**src/rtl/knn_point_fetch_pkg.sv**
```systemverilog
// Shared point-format and FSM definitions for the KNN point fetcher and cores.
package knn_point_fetch_pkg;

  // Each point occupies two 32-bit words: {y,x} then label.
  localparam int PT_STRIDE = 8;
  localparam int WORD0_OFF = 0;
  localparam int WORD1_OFF = 4;
  localparam int WORD_STEP = WORD1_OFF - WORD0_OFF;

  // Default point format, shared with the KNN core array.
  localparam int COORD_W_DEF = 16;
  localparam int LABEL_W_DEF = 8;

  typedef enum logic [2:0] {
    ST_IDLE = 3'd0,
    ST_RD0  = 3'd1,
    ST_RD1  = 3'd2,
    ST_PUSH = 3'd3,
    ST_FIN  = 3'd4
  } fetch_state_t;

endpackage

```
**src/rtl/knn_point_reg.sv**
```systemverilog
// Output holding register for one point with a valid/ready handshake.
module knn_point_reg #(
  parameter int COORD_W = 16,
  parameter int LABEL_W = 8
) (
  input  logic               clk,
  input  logic               rst,
  input  logic               load,
  input  logic [COORD_W-1:0] x_in,
  input  logic [COORD_W-1:0] y_in,
  input  logic [LABEL_W-1:0] label_in,
  input  logic               last_in,
  input  logic               dp_ready,
  output logic               dp_valid,
  output logic [COORD_W-1:0] dp_x,
  output logic [COORD_W-1:0] dp_y,
  output logic [LABEL_W-1:0] dp_label,
  output logic               dp_last
);

  // Capture a point on load; hold it until the consumer accepts it.
  always_ff @(posedge clk) begin
    if (!rst) begin
      dp_valid <= 1'b0;
      dp_x     <= '0;
      dp_y     <= '0;
      dp_label <= '0;
      dp_last  <= 1'b0;
    end else if (load) begin
      dp_valid <= 1'b1;
      dp_x     <= x_in;
      dp_y     <= y_in;
      dp_label <= label_in;
      dp_last  <= last_in;
    end else if (dp_valid && dp_ready) begin
      dp_valid <= 1'b0;
    end
  end

endmodule

```
**src/rtl/knn_point_fetch.sv**
```systemverilog
// Native-bus read master that walks the training set and streams points to the KNN cores.
module knn_point_fetch
  import knn_point_fetch_pkg::*;
#(
  parameter int ADDR_W  = 32,
  parameter int DATA_W  = 32,
  parameter int CNT_W   = 16,
  parameter int COORD_W = COORD_W_DEF,
  parameter int LABEL_W = LABEL_W_DEF
) (
  input  logic                clk,
  input  logic                rst,
  input  logic                start,
  input  logic [ADDR_W-1:0]   base_addr,
  input  logic [CNT_W-1:0]    npoints,
  output logic                busy,
  output logic                done,
  output logic                m_valid,
  output logic [ADDR_W-1:0]   m_addr,
  output logic [DATA_W-1:0]   m_wdata,
  output logic [DATA_W/8-1:0] m_wstrb,
  input  logic [DATA_W-1:0]   m_rdata,
  input  logic                m_ready,
  output logic                dp_valid,
  input  logic                dp_ready,
  output logic [COORD_W-1:0]  dp_x,
  output logic [COORD_W-1:0]  dp_y,
  output logic [LABEL_W-1:0]  dp_label,
  output logic                dp_last
);

  fetch_state_t       state;
  logic [ADDR_W-1:0]  addr;
  logic [CNT_W-1:0]   remaining;
  logic [COORD_W-1:0] x_q;
  logic [COORD_W-1:0] y_q;
  logic               rd_ack;
  logic               pt_load;

  // Read-only master: write channel is permanently idle.
  assign m_wdata = '0;
  assign m_wstrb = '0;

  // The address register only moves on a completed read, so it is the request address.
  assign m_addr  = addr;
  assign rd_ack  = m_valid && m_ready;
  assign pt_load = (state == ST_RD1) && rd_ack;

  // Run control: fetch word0, fetch word1, hand the point off, repeat.
  always_ff @(posedge clk) begin
    if (!rst) begin
      state     <= ST_IDLE;
      addr      <= '0;
      remaining <= '0;
      x_q       <= '0;
      y_q       <= '0;
      busy      <= 1'b0;
      done      <= 1'b0;
      m_valid   <= 1'b0;
    end else begin
      done <= 1'b0;
      case (state)
        ST_IDLE: begin
          if (start) begin
            busy <= 1'b1;
            if (npoints != '0) begin
              // Low address bits are forced to a word boundary.
              addr      <= base_addr & ~ADDR_W'(3);
              remaining <= npoints;
              m_valid   <= 1'b1;
              state     <= ST_RD0;
            end else begin
              done  <= 1'b1;
              state <= ST_FIN;
            end
          end
        end
        ST_RD0: begin
          if (rd_ack) begin
            x_q   <= m_rdata[COORD_W-1:0];
            y_q   <= m_rdata[2*COORD_W-1:COORD_W];
            addr  <= addr + ADDR_W'(WORD_STEP);
            state <= ST_RD1;
          end
        end
        ST_RD1: begin
          if (rd_ack) begin
            addr    <= addr + ADDR_W'(WORD_STEP);
            m_valid <= 1'b0;
            state   <= ST_PUSH;
          end
        end
        ST_PUSH: begin
          if (dp_ready) begin
            remaining <= remaining - CNT_W'(1);
            if (remaining == CNT_W'(1)) begin
              done  <= 1'b1;
              state <= ST_FIN;
            end else begin
              m_valid <= 1'b1;
              state   <= ST_RD0;
            end
          end
        end
        ST_FIN: begin
          busy  <= 1'b0;
          state <= ST_IDLE;
        end
        default: state <= ST_IDLE;
      endcase
    end
  end

  knn_point_reg #(
    .COORD_W (COORD_W),
    .LABEL_W (LABEL_W)
  ) u_point_reg (
    .clk      (clk),
    .rst      (rst),
    .load     (pt_load),
    .x_in     (x_q),
    .y_in     (y_q),
    .label_in (m_rdata[LABEL_W-1:0]),
    .last_in  (remaining == CNT_W'(1)),
    .dp_ready (dp_ready),
    .dp_valid (dp_valid),
    .dp_x     (dp_x),
    .dp_y     (dp_y),
    .dp_label (dp_label),
    .dp_last  (dp_last)
  );

endmodule

```
**config.mk**
```make
export PLATFORM = sky130hd
export DESIGN_NAME = knn_point_fetch
export DESIGN_NICKNAME = d
export VERILOG_FILES = /design/src/rtl/knn_point_fetch_pkg.sv /design/src/rtl/knn_point_reg.sv /design/src/rtl/knn_point_fetch.sv
export SDC_FILE = /design/constraint.sdc
export NUM_CORES = 1
export LEC_CHECK = 0
export BUFFER_PORTS_ARGS = -buffer_cell sky130_fd_sc_hd__buf_4
export CORE_ASPECT_RATIO = 0.7
export CORE_UTILIZATION = 55
export CTS_BUF_LIST = sky130_fd_sc_hd__clkbuf_4 sky130_fd_sc_hd__clkbuf_8 sky130_fd_sc_hd__clkbuf_16
export DETAILED_ROUTE_END_ITERATION = 8
export MAX_ROUTING_LAYER = met4
export PLACE_DENSITY = 0.82
export SLEW_MARGIN = 20
export SYNTH_ARGS = -nofsm -noshare
export SYNTH_HDL_FRONTEND = slang
export SYNTH_SLANG_ARGS = --single-unit
```
**constraint.sdc**
```tcl
create_clock -name clk -period 4.1 [get_ports clk]
set_input_delay 0.41 -clock clk [delete_from_list [all_inputs] [get_ports clk]]
set_output_delay 0.41 -clock clk [all_outputs]
set_load 0.01 [all_outputs]
```
==> impl_results.md <==
- Seq/Total Area, Yosys: 41.3%
- Crit path launch type: flop
- Largest net degree at the start of global routing: 66
- Max Buffers Root-to-Sink: 2
- P_leak: 3.12 nW
- First-pass GRT wire length: 27700 microns
- Reg clk slew, reported paths: 0.06 ns
- Mapped Cells: 811
- Worst Reg-to-Reg Cells: 6
- Area Growth Syn to Fin: 27.5%
- CTS root buf: clkbuf_16
- Setup TNS Final: 0 ns
- Area post-placement: 0.00718 sq mm
- Slowest stage delay, CP: 0.66 ns
- Period utilisation layout: 66.7%
- Maximum vdd drop: 0.384 mV
- Reg-to-Reg Start: state[0]
- GPL Wtd Cong: 0.899
- Setup Buffers After CTS: 0
- Synthesized flop and latch total: 126
- Core area: 0.0106 sq mm
- CP Cell Sequence: xnor2_1 > or2_1 > buf_4 > o2bb2ai_2 > nand2_1 > o221ai_1
- I/O Buffers: 157
- Vias in the first global route: 5668
- Avg Synthesized Cell Area: 7.54 sq um
- PwrDens: 566 mW/mm^2
- Worst-margin pin slew: 0.922 ns
- Max FO, Critical Path: 55
- Nets: 1026
- CP max stage cell: o2bb2ai_2
- Clk sinks: 126
- Yosys warns: 0
- First-pass iteration count of the detailed router: 5
- Die Width: 128 microns
- H-Tree Depth: 4
- Netlist area before placement: 0.00611 sq mm
- Setup CP Type: flop to flop
- Clk_lat worst skew: 0.41 ns
- Via count: 6233
- DR iter-0 viols: 602
- Synth cell types: 62
- Post-route DRC: 0
- TritonCTS clock tree: built
- Area occupied by multi-input gates: 0.00319 sq mm
- FF+latch area: 0.00252 sq mm
- Share of the core filled with cells: 73.6%
- CP required: 4.43 ns
- Final ANT Viol Nets: 0
- HP Start: m_rdata[26]
- Worst hold path class: input port to flop
- Wire length per cell: 15.3 microns
- Slew Viols, Final: 0
- Finish-stage setup viols: 0
- Initial antenna violation count: 0
- Die Footprint: 0.0115 sq mm
- Share of layout cells above drive strength 1: 22.5%
- Crit. End Element: flop
- Global-route usage over all layers: 30.5%
- Avg Vias per Cell: 5.67
- HPWL after detailed placement: 11200 microns
- Status: complete, no violations
- Final global-route overflow total: 0
- Reg2reg end: m_addr[31]
- Fmax: 366 MHz
- Worst Path Arrival: 3.06 ns
- End point of the critical path: m_addr[31]
- Initial core utilization: 57.7%
- Filler cell count: 805
- Die height: 90.2 microns
- Worst reg2reg setup slack: 1.37 ns
- Clock skew: 0.0110 ns
- Final Hold Fails: 0
- IO Count: 198
- Hold Buf Count CTS: 0
- Rows: 31
- TritonCTS buffer count: 17
- Max Cap Viol: 0
- Post-CTS sizing: 0
- Crit path launch: state[0]
- Asr flop ratio synth: 0%
- Final wirelength: 16800 microns
- Max_slew headroom: 37.6%
- Minimum clock period: 2.73 ns
- Fin area: 0.00780 sq mm
- Synth Flop Type: dfxtp_1
- RSZ-0062 raised after global routing: false
- Post-synth EDFFs: 0
- ANT cells: 0
-- cell usage after synthesis (7+ instances only) --
cell      instances  area share (%)
o31a_1            7             1.0
o31ai_1           8            0.98
inv_1             8            0.49
o21ai_0          27             2.2
nor4_1           12             1.2
nand2_1         219              13
a21o_1            9             1.1
dfxtp_1         126              41
nand3_1          15             1.2
nor3_1           13             1.1
a21oi_1         126              10
o22ai_1           8            0.82
nand4_1           8            0.82
nor2_1           30             1.8
buf_4            39             4.8
clkbuf_1         44             2.7
buf_2             9            0.74
and3_1           12             1.2
-- registers in the layout, indices dropped and copies added, names as in the netlist, 3 cells and up --
name / flops
m_addr: 30
x_q: 16
state: 3
u_point_reg.dp_x: 16
u_point_reg.dp_label: 8
remaining: 16
y_q: 16
u_point_reg.dp_y: 16
-- where the power goes --
group / leakage (nW) / total (mW) / switching [mW] / internal (mW)
Clock: 0.286 / 1.56 / 0.589 / 0.975
Sequential: 1.02 / 1.58 / 0.203 / 1.38
Combinational: 1.81 / 1.26 / 0.758 / 0.506
Total: 3.12 / 4.41 / 1.55 / 2.86
-- cells by family (layout without fill, tap and decap cells) --
family	after synthesis	count (layout)	synth area share (%)
AND/OR/NAND/NOR	345	345	25.8
AO/OA/AOI/OAI	231	231	23.1
flip-flops	126	126	41.3
buffers and inverters	104	207	8.96
adder cells (fa/ha/maj)	3	3	0.614
other	1	38	0.0613
XOR/XNOR	1	1	0.143
-- worst min-delay path by stage --
| stage | to | slack, ns | depth (start not counted) |
|---|---|---|---|
| floorplan | u_point_reg.dp_x[0] | 0.43 | 2 |
| global route | y_q[11] | 0.25 | 3 |
| CTS | y_q[12] | 0.23 | 3 |
| detailed placement | u_point_reg.dp_x[6] | 0.45 | 2 |
| finish | y_q[10] | 0.24 | 3 |
| global placement | u_point_reg.dp_x[15] | 0.44 | 2 |
-- layout make-up --
class                      instances  share of cell area (%)
multi-input combinational        618                    40.9
sequential                       126                    32.4
timing repair buffer             166                    16.0
clock buffer                      18                    5.55
tap                              148                    2.38
clock inverter                    14                    2.34
inverter                           9                   0.449
-- layer usage --
metal	vias to the layer above	global-route usage, %	routed length, microns
met5	-	-	0
met1	2893	40.0	7310
li1	3019	-	-
met3	28	6.37	1320
met4	0	9.71	235
met2	293	47.0	7960
-- placed cells by master (no fill, tap or decap), types with 2 or more instances in the layout --
cell        netlist  routed
nor4_1           12      11
dfxtp_1         126     126
nand4_1           8       8
o221a_2           3       3
nand2b_1          5       5
bufinv_16         0       3
conb_1            1      38
o32ai_1           5       5
clkinvlp_4        0       5
nand3b_1          3       3
or4_1             5       5
o211ai_1          4       4
ha_1              3       3
and4_1            6       6
clkbuf_16         0      17
inv_1             8       8
o21ai_0          27      27
nand4b_1          2       2
a22oi_1           6       6
nor4_2            1       2
a21oi_1         126     126
buf_4            39     166
o31ai_1           8       8
and3_1           12      11
o22ai_1           8       8
o31a_1            7       7
nand3_1          15      15
o221ai_1          2       2
a32o_1            3       3
inv_6             0       4
a31oi_1           4       4
nand2_1         219     219
nor2_1           30      29
a21o_1            9       9
nor3_1           13      13
o21a_1            3       3
or3_1             6       6
-- worst max-delay path: cells and delay by family (launching register included) --
family          cells  cell delay, ns
simple gates        2            0.61
flops               1            0.58
xor+xnor            1            0.23
compound gates      2            0.91
buf+inv             1            0.29
-- through the flow --
step	setup slack, ns	total power [mW]	hold slack (ns)	std cells
3_5_place_dp	1.46	2.83	0.445	1067
6_report	1.37	4.41	0.244	1099
5_1_grt	1.16	4.62	0.252	1099
4_1_cts	1.44	4.40	0.234	1099
3_3_place_gp	1.51	2.77	0.436	1067
2_1_floorplan	2.05	2.43	0.432	848
Note: power is estimated with default switching activity, not from simulation.
